<file path="config.mk">
export PLATFORM = sky130hd
export DESIGN_NAME = bluetooth_packet_tx
export DESIGN_NICKNAME = d
export VERILOG_FILES = /design/src/rtl/bluetooth_packet_tx.sv
export SDC_FILE = /design/constraint.sdc
export NUM_CORES = 1
export LEC_CHECK = 0
export CORE_AREA = 2 2 126 128
export CTS_CLUSTER_SIZE = 20
export DETAILED_ROUTE_END_ITERATION = 10
export DIE_AREA = 0 0 128 130
export PLACE_DENSITY = 0.77
export SLEW_MARGIN = 20
export SYNTH_ARGS = -nofsm -noshare
export SYNTH_HDL_FRONTEND = slang
export SYNTH_SLANG_ARGS = --single-unit
</file>
<file path="constraint.sdc">
create_clock -name clk -period 4.4 [get_ports clk]
set_input_delay 1.32 -clock clk [delete_from_list [all_inputs] [get_ports clk]]
set_output_delay 1.32 -clock clk [all_outputs]
set_load 0.005 [all_outputs]
</file>
<file path="src/rtl/bluetooth_packet_tx.sv">
// ----------------------------------------------------------------------------
// bluetooth_packet_tx
//
// Frames a payload into a byte packet and shifts it out over a UART line:
//   START_BYTE, LEN, payload[0..LEN-1], CHK, END_BYTE   (LEN+4 bytes)
// CHK is the XOR of LEN and the LEN payload bytes. It is computed once, when
// the request is accepted, from the same inputs that are captured.
//
// Request handshake: req_bluetooth_start is a one-cycle strobe. It is only
// looked at in IDLE. There, a legal length (1..MAX_LEN) is accepted on that
// edge and busy rises the next cycle. An illegal length produces a
// one-cycle error pulse in the next cycle. In every other state the strobe
// is ignored. There is no backpressure beyond busy: a caller waits for
// busy=0 (or the done pulse) before issuing the next request.
//
// Ports:
//   clk                    system clock, rising edge
//   rst                    synchronous active-high reset
//   req_bluetooth_start    packet request strobe
//   req_bluetooth_len      payload byte count
//   req_bluetooth_payload  payload, byte k at [8k+7:8k]
//   req_bluetooth_busy     high from the LOAD of byte 0 through DONE
//   req_bluetooth_done     one-cycle pulse after the final byte's stop bit
//   req_bluetooth_error    one-cycle pulse after a rejected request
//   tx_bluetooth           UART serial line (idle high)
//
// Also contains uart_tx, an 8N1 transmitter with CLKS_PER_BIT clocks per bit.
// ----------------------------------------------------------------------------

module uart_tx #(
   parameter int CLKS_PER_BIT = 16   // 1..65536
) (
   input  logic       clk,
   input  logic       rst,
   input  logic       tx_start,
   input  logic [7:0] tx_data,
   output logic       tx,
   output logic       tx_ready
);
   localparam logic [15:0] LAST_CLK = 16'(CLKS_PER_BIT - 1);

   // Frame is {stop, data[7:0], start}. The line is the LSB. Ones are
   // shifted in, so the register returns to all-ones (idle) after the
   // stop bit.
   logic [9:0]  shift_q;
   logic [3:0]  bit_cnt;
   logic [15:0] clk_cnt;
   logic        active;

   always_ff @(posedge clk) begin
      if (rst) begin
         shift_q <= '1;
         bit_cnt <= '0;
         clk_cnt <= '0;
         active  <= 1'b0;
      end else if (!active) begin
         if (tx_start) begin
            shift_q <= {1'b1, tx_data, 1'b0};
            bit_cnt <= '0;
            clk_cnt <= '0;
            active  <= 1'b1;
         end
      end else if (clk_cnt == LAST_CLK) begin
         clk_cnt <= '0;
         shift_q <= {1'b1, shift_q[9:1]};
         if (bit_cnt == 4'd9) active  <= 1'b0;
         else                 bit_cnt <= bit_cnt + 4'd1;
      end else begin
         clk_cnt <= clk_cnt + 16'd1;
      end
   end

   assign tx       = shift_q[0];
   assign tx_ready = !active;
endmodule

module bluetooth_packet_tx #(
   parameter int         MAX_LEN      = 8,       // 1..255
   parameter logic [7:0] START_BYTE   = 8'hAA,
   parameter logic [7:0] END_BYTE     = 8'h55,
   parameter int         CLKS_PER_BIT = 16
) (
   input  logic                   clk,
   input  logic                   rst,
   input  logic                   req_bluetooth_start,
   input  logic [7:0]             req_bluetooth_len,
   input  logic [8*MAX_LEN-1:0]   req_bluetooth_payload,
   output logic                   req_bluetooth_busy,
   output logic                   req_bluetooth_done,
   output logic                   req_bluetooth_error,
   output logic                   tx_bluetooth
);
   localparam logic [2:0] S_IDLE = 3'd0;
   localparam logic [2:0] S_LOAD = 3'd1;
   localparam logic [2:0] S_SEND = 3'd2;
   localparam logic [2:0] S_HOLD = 3'd3;
   localparam logic [2:0] S_WAIT = 3'd4;
   localparam logic [2:0] S_DONE = 3'd5;

   localparam logic [7:0] MAX_LEN8 = 8'(MAX_LEN);

   logic [2:0]             state;
   logic [8:0]             byte_idx;    // 9 bits: LEN+3 reaches 258
   logic [7:0]             len_q;
   logic [7:0]             chk_q;
   logic [8*MAX_LEN-1:0]   payload_q;
   logic [7:0]             tx_data;
   logic                   tx_start;
   logic                   tx_ready;
   logic                   error_q;

   logic                   len_ok;
   logic                   accept;
   logic                   reject;
   logic [7:0]             chk_next;
   logic [7:0]             cur_byte;
   logic [8:0]             last_idx;
   logic [8:0]             chk_idx;

   assign len_ok = (req_bluetooth_len != 8'd0) && (req_bluetooth_len <= MAX_LEN8);
   assign accept = (state == S_IDLE) && req_bluetooth_start &&  len_ok;
   assign reject = (state == S_IDLE) && req_bluetooth_start && !len_ok;

   assign last_idx = {1'b0, len_q} + 9'd3;
   assign chk_idx  = {1'b0, len_q} + 9'd2;

   // Checksum over the request as presented, so it is ready long before
   // the CHK byte is loaded.
   always_comb begin
      chk_next = req_bluetooth_len;
      for (int k = 0; k < MAX_LEN; k++)
         if (9'(k) < {1'b0, req_bluetooth_len})
            chk_next = chk_next ^ req_bluetooth_payload[8*k +: 8];
   end

   // Byte selection. The framing bytes take priority over payload slots
   // beyond LEN that alias the CHK/END positions.
   always_comb begin
      cur_byte = 8'h00;
      for (int k = 0; k < MAX_LEN; k++)
         if (byte_idx == 9'(k + 2)) cur_byte = payload_q[8*k +: 8];
      if (byte_idx == 9'd0)          cur_byte = START_BYTE;
      else if (byte_idx == 9'd1)     cur_byte = len_q;
      else if (byte_idx == chk_idx)  cur_byte = chk_q;
      else if (byte_idx == last_idx) cur_byte = END_BYTE;
   end

   always_ff @(posedge clk) begin
      if (rst) begin
         state     <= S_IDLE;
         byte_idx  <= '0;
         len_q     <= '0;
         chk_q     <= '0;
         payload_q <= '0;
         tx_data   <= '0;
         error_q   <= 1'b0;
      end else begin
         error_q <= 1'b0;
         case (state)
            S_IDLE: begin
               error_q <= reject;
               if (accept) begin
                  len_q     <= req_bluetooth_len;
                  payload_q <= req_bluetooth_payload;
                  chk_q     <= chk_next;
                  byte_idx  <= '0;
                  state     <= S_LOAD;
               end
            end
            S_LOAD: begin
               tx_data <= cur_byte;
               state   <= S_SEND;
            end
            S_SEND: state <= S_HOLD;
            // The UART registers tx_start on the SEND edge. Waiting one
            // more cycle guarantees tx_ready already shows the new byte.
            S_HOLD: state <= S_WAIT;
            S_WAIT: begin
               if (tx_ready) begin
                  if (byte_idx == last_idx) begin
                     state <= S_DONE;
                  end else begin
                     byte_idx <= byte_idx + 9'd1;
                     state    <= S_LOAD;
                  end
               end
            end
            S_DONE:  state <= S_IDLE;
            default: state <= S_IDLE;
         endcase
      end
   end

   assign tx_start            = (state == S_SEND);
   assign req_bluetooth_busy  = (state != S_IDLE);
   assign req_bluetooth_done  = (state == S_DONE);
   assign req_bluetooth_error = error_q;

   uart_tx #(.CLKS_PER_BIT(CLKS_PER_BIT)) u_uart_tx (
      .clk      (clk),
      .rst      (rst),
      .tx_start (tx_start),
      .tx_data  (tx_data),
      .tx       (tx_bluetooth),
      .tx_ready (tx_ready)
   );
endmodule

</file>
==> out/summary.json <==
{
  "syn_avg_cell_area_sq_um": 7.44,
  "layout_worst_path_cycle_share": 0.798,
  "timing.rr.end": "tx_data[6]$_SDFFE_PP0P_",
  "worst_reg2reg_path_startpoint": "byte_idx[0]$_SDFFE_PP0P_",
  "route.vias.total": 7858,
  "post-route-min-period_ns": 3.51,
  "pwr-share-clk": 0.501,
  "die_width_um": 128,
  "powerDensity_nw_per_um2": 329,
  "grt_antenna_before_repair": 0,
  "sw_frac_of_total": 0.242,
  "yosysSeqAreaShare": 0.339,
  "vias_in_the_first_global_route": 6900,
  "place_congestion": 0.906,
  "die_height_um": 130,
  "synthesis.nets": 1126,
  "ys_warn_count": 0,
  "post-route-drc-count": 0,
  "grtUsageTotal": 0.276,
  "die_area_sq_um": 16600,
  "synthToLayoutAreaGrowth_pct": 19.1,
  "numCtsBuffers": 17,
  "grt_start_max_net_pins": 93,
  "cts-resized-gates": 0,
  "path_max_fanout": 74,
  "final_common_cell": "sky130_fd_sc_hd__nand2_1",
  "final-max-slew-violation-count": 0,
  "postCtsSetupRepairBufs": 0,
  "clk_lat_worst_skew_ns": 0.43,
  "drive_above_1_share": 0.0668,
  "clock_tree.buffer_depth": 2,
  "total_switching_power_w": 0.000734,
  "final_area_sq_um": 9220,
  "run_status": "finished clean",
  "core_region_area_sq_um": 15400,
  "placed_cell_area_sq_um": 8590,
  "holdCritStartpoint": "u_uart_tx.shift_q[0]$_SDFFE_PP1P_",
  "tritoncts": "done",
  "first_iter_violations": 989,
  "routed_wirelength_mm": 23.0,
  "initial_utilization": 0.502,
  "synth.ff_latch_count": 131,
  "hold_depth": 2,
  "worst_slack_ns": 0.890,
  "post_drt_wl_per_cell_um": 17.9,
  "crit_path_start_kind": "input pin",
  "synth_cell_types": 71,
  "int_power_w": 0.00230,
  "clk_transition_reported_paths_ns": 0.06,
  "placementRows": 46,
  "finalSetupViolCount": 0,
  "synth.cell_area_sq_um": 7750,
  "wp_data_required_ns": 4.70,
  "critical_path_arrival_ns": 3.81,
  "grt_setup_unrepaired": "false",
  "worst_ir_drop_vdd_v": 0.000277,
  "synth-edff-count": 0,
  "fillers": 1421,
  "cp-startpoint": "req_bluetooth_len[7]",
  "grt_remaining_overflow": 0,
  "place.port_buffers": 78,
  "combPwrFrac": 0.101,
  "cts.sinks": 131,
  "final.setup_skew_ns": 0.0117,
  "most-common-layout-cells": "sky130_fd_sc_hd__nand2_1 (198), sky130_fd_sc_hd__a21oi_1 (149), sky130_fd_sc_hd__dfxtp_1 (131)",
  "dr.pass1.iters": 6,
  "dominantRegCellSynth": "sky130_fd_sc_hd__dfxtp_1",
  "hpwl_mm": 16.2,
  "num_io_pins": 79,
  "achievable-frequency_mhz": 285,
  "async_reset_ff_frac": 0,
  "worst-setup-path-type": "input pin to flip-flop",
  "worstHoldPathType": "flip-flop to flip-flop",
  "final.hold.worst_slack_ns": 0.445,
  "end_kind": "flip-flop",
  "num_antenna_cells": 0,
  "reg2reg_depth": 8,
  "power.sequential.fraction": 0.398,
  "cts_hold_buf": 0,
  "final_hold_viol_count": 0,
  "clock_tree.root_cell": "sky130_fd_sc_hd__clkbuf_16",
  "setup_tns_ns": 0,
  "route.detailed.vias_per_inst": 6.12,
  "tightestPinTransition_ns": 1.06,
  "reg2reg_slack_ns": 1.33,
  "p_leak_nw": 3.14,
  "grt_first_pass_wirelength_mm": 36.1,
  "worst_setup_slack_before_clock_tree_synthesis_ns": 0.510,
  "cts_htree_levels": 4,
  "termination_of_the_worst_setup_path": "byte_idx[1]$_SDFFE_PP0P_",
  "design.final.nets": 1164,
  "final_antenna_net_count": 0,
  "max-slew-margin-rel": 0.277,
  "drv.max_cap_violation_count": 0,
  "synthCells": 1041
}
==> Yosys cell counts, drive strengths merged, types with 11 or more instances <==
cell type | n | area [sq um]
a21o | 16 | 120
a21oi | 149 | 746
a31oi | 12 | 81.3
and3 | 11 | 68.8
buf | 22 | 120
clkbuf | 50 | 189
dfxtp | 131 | 2620
inv | 15 | 56.3
nand2 | 199 | 749
nand2b | 21 | 131
nand3 | 25 | 125
nand3b | 14 | 105
nor2 | 57 | 214
nor2b | 20 | 125
nor3 | 18 | 90.1
nor4 | 13 | 118
o21ai | 62 | 310
or3 | 12 | 80.1
or4 | 11 | 90.1
xnor2 | 32 | 288
xor2 | 19 | 166
==> logic make-up after synthesis <==
logic type	Yosys count	share of synthesized area
and+or+nand+nor	439	0.280
AOI/OAI and AO/OA	314	0.248
DFF	131	0.339
buffers and inverters	88	0.0476
xor gates and xnor gates	51	0.0586
adders and majority gates	10	0.0161
muxes	8	0.0103
==> final cells by class <==
type,count,area [sq um],share of cell area
flip-flops and latches,131,2620,0.284
clock inverters,14,199,0.0216
well taps,192,240,0.0260
inverters,16,60.1,0.00651
clock buffers,18,429,0.0465
multi-input cells,822,4780,0.519
repair buffers,91,888,0.0963
==> per-stage QoR <==
stage          total power [W]  std cells   util
2_1_floorplan          0.00140       1041      -
3_3_place_gp           0.00153       1252  0.557
3_5_place_dp           0.00154       1252  0.557
4_1_cts                0.00304       1284  0.598
5_1_grt                0.00312       1284  0.598
6_report               0.00304       1284  0.598
==> state kept, by name, summed over array words and instances, names as in the netlist, 4 cells and up <==
register,count
tx_data,8
payload_q,64
chk_q,8
byte_idx,9
len_q,8
u_uart_tx.bit_cnt,4
u_uart_tx.shift_q,9
u_uart_tx.clk_cnt,16
==> how the worst min path moves through the flow <==
stage,end,slack [ns]
6_report,u_uart_tx.shift_q[0]$_SDFFE_PP1P_,0.45
5_1_grt,payload_q[57]$_SDFFE_PP0P_,0.47
4_1_cts,u_uart_tx.shift_q[0]$_SDFFE_PP1P_,0.45
3_5_place_dp,u_uart_tx.shift_q[0]$_SDFFE_PP1P_,0.44
3_3_place_gp,u_uart_tx.shift_q[0]$_SDFFE_PP1P_,0.43
2_1_floorplan,payload_q[11]$_SDFFE_PP0P_,0.43
==> critical path: stages <==
cell                              delay (ns)
sky130_fd_sc_hd__clkdlybuf4s50_1        0.50
sky130_fd_sc_hd__or4_4                  0.60
sky130_fd_sc_hd__nor2_1                 0.37
sky130_fd_sc_hd__nand3_2                0.14
sky130_fd_sc_hd__buf_4                  0.39
sky130_fd_sc_hd__nand2b_1               0.38
sky130_fd_sc_hd__nor2_1                 0.09
==> power by group through the flow <==
stage | clock network, W | registers [W] | logic (W)
final | 0.00152 | 0.00121 | 0.000308
after global routing | 0.00158 | 0.00121 | 0.000331
after CTS | 0.00153 | 0.00121 | 0.000304
after detailed placement | 0 | 0.00123 | 0.000302
after global placement | 0 | 0.00123 | 0.000298
after floorplan | 0 | 0.00123 | 0.000169
==> per-layer routing <==
metal  vias up  part of all wire  GRT usage
met5         -                 0          0
met1      3680              0.42      0.364
met3        67             0.078     0.0545
met2       368              0.46      0.442
li1       3743                 -          -
met4         0             0.038      0.124
Note: power is estimated with default switching activity, not from simulation.
